### config.mk
export PLATFORM = sky130hd
export DESIGN_NAME = wb_stage
export DESIGN_NICKNAME = d
export VERILOG_FILES = /design/src/rtl/wb_stage.sv
export SDC_FILE = /design/constraint.sdc
export NUM_CORES = 1
export LEC_CHECK = 0
export CORE_MARGIN = 2
export CORE_UTILIZATION = 37
export CTS_BUF_LIST = sky130_fd_sc_hd__clkbuf_16
export CTS_CLUSTER_DIAMETER = 120
export DETAILED_ROUTE_END_ITERATION = 10
export PLACE_DENSITY_LB_ADDON = 0.12
export SLEW_MARGIN = 20
export SYNTH_ARGS = -nofsm -noshare
export SYNTH_HDL_FRONTEND = slang
export SYNTH_SLANG_ARGS = --single-unit
### constraint.sdc
create_clock -name clk -period 1.7 [get_ports clk]
set_input_delay 0.17 -clock clk [delete_from_list [all_inputs] [get_ports clk]]
set_output_delay 0.17 -clock clk [all_outputs]
set_load 0.03 [all_outputs]
### src/rtl/wb_stage.sv
// wb_stage: write-back stage with register-file write port, busy scoreboard and optional bypass (WB_BYPASS_EN)
module wb_stage #(
    parameter int WIDTH = 16,
    parameter int NREG  = 8,
    localparam int AW   = $clog2(NREG)
) (
    input  logic             clk,
    input  logic             reset,
    input  logic             enable_WB,
    input  logic [1:0]       WBsrc,
    input  logic             RegWrEn,
    input  logic             regDst,
    input  logic [AW-1:0]    rd,
    input  logic [WIDTH-1:0] ALUout,
    input  logic [WIDTH-1:0] MemOut,
    input  logic [WIDTH-1:0] nextPC,
    input  logic             issue_valid,
    input  logic [AW-1:0]    issue_rd,
    output logic             regWr,
    output logic [AW-1:0]    RW,
    output logic [WIDTH-1:0] BusW,
    output logic [NREG-1:0]  busy,
    output logic             wb_done,
    output logic             wb_overrun,
    output logic             fwd_valid,
    output logic [AW-1:0]    fwd_rd,
    output logic [WIDTH-1:0] fwd_data
);
    typedef enum logic [1:0] {IDLE, WRITE, DONE} state_t;

    state_t           state_q, state_d;
    logic             reg_wr_q, reg_wr_d;
    logic [AW-1:0]    rw_q, rw_d;
    logic [WIDTH-1:0] bus_w_q, bus_w_d;
    logic [NREG-1:0]  busy_q, busy_d;
    logic             done_q, done_d;
    logic             overrun_q, overrun_d;
    logic [AW-1:0]    dest_sel;
    logic [WIDTH-1:0] data_sel;
    logic             wr_ok_sel;

    // Decode the destination, write-back value and write permission of the incoming instruction
    always_comb begin
        dest_sel  = regDst ? {AW{1'b1}} : rd;
        data_sel  = WBsrc == 2'b00 ? ALUout : WBsrc == 2'b01 ? MemOut : nextPC;
        wr_ok_sel = RegWrEn && WBsrc != 2'b11 && dest_sel != '0;
    end

    // Next state and registered outputs; RW/BusW hold once latched, only regWr gates the write
    always_comb begin
        state_d   = state_q;
        reg_wr_d  = 1'b0;
        rw_d      = rw_q;
        bus_w_d   = bus_w_q;
        done_d    = 1'b0;
        overrun_d = overrun_q | (enable_WB && state_q != IDLE);
        busy_d    = busy_q;
        case (state_q)
            IDLE: if (enable_WB) begin
                state_d  = WRITE;
                reg_wr_d = wr_ok_sel;
                rw_d     = dest_sel;
                bus_w_d  = data_sel;
            end
            WRITE: begin
                state_d = DONE;
                done_d  = 1'b1;
            end
            DONE: begin
                state_d        = IDLE;
                busy_d[rw_q]   = 1'b0;
            end
            default: state_d = IDLE;
        endcase
        if (issue_valid && issue_rd != '0) busy_d[issue_rd] = 1'b1;
    end

    // State and output registers, cleared immediately by reset
    always_ff @(posedge clk or posedge reset) begin
        if (reset) begin
            state_q   <= IDLE;
            reg_wr_q  <= 1'b0;
            rw_q      <= '0;
            bus_w_q   <= '0;
            busy_q    <= '0;
            done_q    <= 1'b0;
            overrun_q <= 1'b0;
        end else begin
            state_q   <= state_d;
            reg_wr_q  <= reg_wr_d;
            rw_q      <= rw_d;
            bus_w_q   <= bus_w_d;
            busy_q    <= busy_d;
            done_q    <= done_d;
            overrun_q <= overrun_d;
        end
    end

    assign regWr      = reg_wr_q;
    assign RW         = rw_q;
    assign BusW       = bus_w_q;
    assign busy       = busy_q;
    assign wb_done    = done_q;
    assign wb_overrun = overrun_q;

`ifdef WB_BYPASS_EN
    assign fwd_valid = reg_wr_q;
    assign fwd_rd    = state_q == WRITE ? rw_q : '0;
    assign fwd_data  = state_q == WRITE ? bus_w_q : '0;
`else
    assign fwd_valid = 1'b0;
    assign fwd_rd    = '0;
    assign fwd_data  = '0;
`endif
endmodule

### Word level (Yosys, flattened, before mapping)

Index checks and enable logic that the tools add are counted.

* register bits after elaboration: 32
* bits in latches: 0
* RAM bits: 0
* memory bits (read-only): 0
* bits of input ports: 62
* word-level logic and storage cells: 46
* memories kept: 0

* add/sub/neg operators: 0
* $mul: 0
* div/mod/pow operators: 0
* order comparisons: 4
* eq/ne operators: 5
* shifts and indexed selects: 0
* multiplexer cells: 14
* bitwise gates (word level): 4
* reduce and logical (&&, ||, !) cells: 12

Operators with widths (count)
* two-way mux 16 bit: 2
* two-way mux 8 bit: 2
* AND 8 bit: 1
* less-than comparator 3 x 4 -> 1 bit, second input constant: 2
* inverter 8 bit: 1
* OR 8 bit: 1
* demux 1 bit (select 3 bit): 2
* >= comparator 3 x 1 -> 1 bit, second input constant: 2
* logical AND 1 bit: 6
* nonzero test 3 bit: 2
* two-way mux 1 bit: 5
* equality test 2 x 1 -> 1 bit, second input constant: 2
* zero test 2 bit: 2
* != test 2 bit, second input constant: 2
* case mux 2 bit (2 select lines): 1
* two-way mux 3 bit: 1
* equality test 2 bit, second input constant: 1
* two-way mux 2 bit: 1
* AND reduction 2 bit: 1
* nonzero test 2 bit: 1
* OR 1 bit: 1

### Logic depth before layout (Yosys ltp)

* depth in word-level cells: 9
* mapped depth: 5
* depth with buffers taken out: 3

### Worst setup path after synthesis

OpenSTA, ideal clock, no wires.

* path type: register to register
* start: register rw_q[0], in the netlist RW[0]
* end: register busy_q[4], in the netlist busy[4]
* arrival: 1144 ps
* data required time: 1572 ps
* slack: 428 ps
* cell stages (with the launch flop): 4
* buffers on the path: 0
* path through: dfrtp_1 > or3b_1 > o21ai_0 > o31ai_1

* cells in the longest elaborated chain, start to end: 9

Ends and longest elaborated chain
* start, declared: RTL line 33 `logic [AW-1:0] rw_q, rw_d;`
* start signal, assigned: RTL line 91 `rw_q <= rw_d;`
* less-than comparator 3 x 4 -> 1 bit (implied by the code) / >= comparator 3 x 1 -> 1 bit (equally long branches): RTL line 71 `busy_d[rw_q] = 1'b0;`
* logical AND 1 bit (implied by the code): RTL line 71
* two-way mux 1 bit (implied by the code): RTL line 71
* demux 1 bit (select 3 bit) *: RTL line 71
* inverter 8 bit (no source line) *
* AND 8 bit (no source line) *
* two-way mux 8 bit *: RTL line 58 `case (state_q)`
* OR 8 bit (no source line)
* two-way mux 8 bit *: RTL line 75 `if (issue_valid && issue_rd != '0) busy_d[issue_rd] = 1'b1;`
* via busy_d[4]: RTL line 35 `logic [NREG-1:0] busy_q, busy_d;`
* end signal, assigned: RTL line 93 `busy_q <= busy_d;`
* end, declared: RTL line 35

The timed path passes the listed nets; every way through them passes the cells marked *.
A chain may end at the register's enable or synchronous reset.

### Worst setup path in the final report

* start: register rw_q[1], in the netlist RW[1]
* end: output port RW[1]

RTL lines
* end, declared: RTL line 20 `output logic [AW-1:0] RW,`

No word-level cell between the ends.

==> flow_metrics.py <==
metrics = {
    "final_layout": {
        "drive_gt1_frac": 0.106,
        "nets": 325,
        "seq_area_um2": 801,
        "insertedDiodeCount": 0,
        "multi_input_area_um2": 797,
        "area_delta_synth_final_pct": 57.7,
        "fillers": 385,
    },
    "worst_setup_path": {
        "endpoint_kind": "primary output",
        "cp_cell_sequence": "clkdlybuf4s50_1",
        "path_buf_inv": 1,
        "cpPeakStageDelay_ps": 720,
        "startpoint_type": "flop",
        "cp_max_fo": 7,
        "path_class": "reg2out",
        "arrival_ps": 1450,
        "crit_slowest_cell": "clkdlybuf4s50_1",
        "worstPathRequired_ps": 1530,
        "path_delay_family": "buffers and inverters",
    },
    "logic_synthesis": {
        "synth_edf_count": 0,
        "synthArstFlopShare": 1.00,
        "yosys_warnings": 0,
        "yosysUniqueCellTypes": 21,
        "avgSynthCellArea_um2": 10.3,
        "synth_area_leader_cell": "dfrtp_1",
        "synth_top_area_share": 0.456,
        "synth_area_leaders": "dfrtp_1 46%, mux2_2 10%, mux2i_1 9.1%",
        "synth.most_common_cell": "dfrtp_1",
        "netlist_area_um2": 1760,
        "synth_ff_type": "dfrtp_1",
        "ys_ff_latch": 32,
        "synthTopCellsByCount": "32 x dfrtp_1, 24 x nand2_1, 21 x buf_4, 19 x o21ai_1",
        "syn_inst": 170,
        "ys_seq_area_frac": 0.456,
    },
    "clock_tree": {
        "htreeDepth": 2,
        "cts_buffer_depth": 2,
        "cts.repair.resized": 0,
        "cts_hold_buf": 0,
        "cts_setup_buffers": 0,
        "clock_sinks": 32,
        "cts_tree": "yes",
        "clk_pin_slew_ps": 50,
        "cts_buffers": 5,
        "cts_root_buf": "clkbuf_16",
        "clock_latency_ps": 270,
    },
    "worst_hold_path": {
        "hp-class": "in2async",
    },
    "floorplanning": {
        "die_w_um": 72.9,
        "rows": 25,
        "core_area_um2": 4660,
        "start_util": 0.377,
        "die_h_um": 72.9,
        "ios": 112,
        "die_area_um2": 5320,
    },
    "placement": {
        "gp_congestion": 0.698,
        "io_buffers": 91,
        "dp_hpwl_um": 2940,
    },
    "grt": {
        "grt_pass1_wl_um": 6270,
        "grt_pass1_vias": 1397,
        "track_usage": 0.152,
        "grt_overflow": 0,
        "antenna_found_initial": 0,
        "grt_max_degree": 41,
    },
    "sta": {
        "finalSetupTns_ps": 0,
        "rsz0062_at_grt": "false",
        "max_freq_ghz": 0.619,
        "worst_hold_slack_ps": 284,
        "period_minus_slack_ps": 1620,
        "finalHoldViolCount": 0,
        "fin_crit_sh": 0.951,
        "finClkSkew_ps": 2.88,
        "final-setup-viol-count": 0,
        "slew_viol_final": 0,
    },
    "detailed_routing": {
        "wl_per_cell_um": 12.1,
        "wl_um": 3840,
        "route.detailed.drc": 0,
        "drt_iter0_markers": 83,
        "via_count": 1424,
        "ant_nets": 0,
        "drt-vias-per-instance": 4.49,
        "drtPass1Iterations": 4,
    },
    "status": {
        "status": "finished, final reports clean",
    },
    "job": {
        "drv_cap": 0,
    },
    "power_and_ir_drop": {
        "p_leak_uw": 0.00121,
        "powerDensity_nw_per_um2": 1180,
        "ir_worst_vdd_mv": 0.641,
    },
}
## layout by cell type, fill, tap and decap left out
master / instances
inv_1: 3
clkinv_2: 1
nand2b_1: 6
mux2_2: 16
mux2i_1: 16
nand2_1: 24
o21ai_0: 13
buf_12: 2
o31a_1: 1
buf_4: 2
clkbuf_16: 5
nor4_1: 1
nor3_2: 1
clkdlybuf4s50_1: 91
nor2_1: 3
o21ai_1: 19
or3b_1: 1
nand3b_1: 1
or3b_4: 1
and2b_1: 2
conb_1: 20
dfrtp_1: 32
o31ai_1: 2
## sequential cells by signal (all words and copies together), names as in the netlist
name and count:
wb_overrun 1, BusW 16, busy 8, wb_done 1
state_q 2, RW 3, regWr 1
## worst paths after layout
| path | startpoint | to | slack [ps] | cells past startpoint |
|---|---|---|---|---|
| max reg2reg | state_q[1]$_DFFE_PP0P_ | RW[2]$_DFFE_PP0P_ | 340 | 3 |
| min in group clk | RegWrEn | regWr$_DFF_PP0_ | 440 | 3 |
| max | RW[1]$_DFFE_PP0P_ | RW[1] | 80 | 1 |
| max in group asynchronous | reset | BusW[7]$_DFFE_PP0P_ | 1130 | 3 |
| min | reset | state_q[1]$_DFFE_PP0P_ | 280 | 3 |
| min reg2reg | wb_overrun$_DFF_PP0_ | wb_overrun$_DFF_PP0_ | 460 | 1 |
## area by class of cell
| type | count | area share |
|---|---|---|
| multi-input combinational | 127 | 0.287 |
| inverter | 2 | 0.00271 |
| clock buffer | 5 | 0.0451 |
| tap | 54 | 0.0244 |
| clock inverter | 2 | 0.00316 |
| sequential | 32 | 0.289 |
| timing repair buffer | 95 | 0.348 |
## layer usage
metal  vias to the layer above  part of all wire  wire length (um)  track usage
li1                        725                 -                 -            -
met1                       631              0.39              1500        0.172
met2                        63              0.50              1920        0.252
met3                         5             0.099               380       0.0801
met4                         0            0.0094                36       0.0432
met5                         -                 0                 0            0
## per-stage QoR
step	utilization	std cells	cell area (um2)	power (uW)	setup WS, ps
detailed placement	0.566	310	2640	2480	130
global route	0.595	317	2770	3440	43.2
CTS	0.595	317	2770	3300	74.7
global placement	0.566	310	2640	2470	147
floorplan	-	189	1830	1890	428
finish	0.595	317	2770	3270	83.4
## where the power goes
group / internal (uW) / leakage, uW / switching (uW)
clock network: 523 / 0.0000709 / 287
logic: 615 / 0.000760 / 758
registers: 966 / 0.000378 / 118
## cell families after synthesis
group                  count (synthesis)  share of synthesized area
other                                  1                    0.00213
AOI/OAI and AO/OA                     35                      0.105
muxes                                 32                      0.194
buffers and inverters                 30                      0.132
DFF                                   32                      0.456
and+or+nand+nor                       40                      0.112
Power figures use the tool's default switching activity.
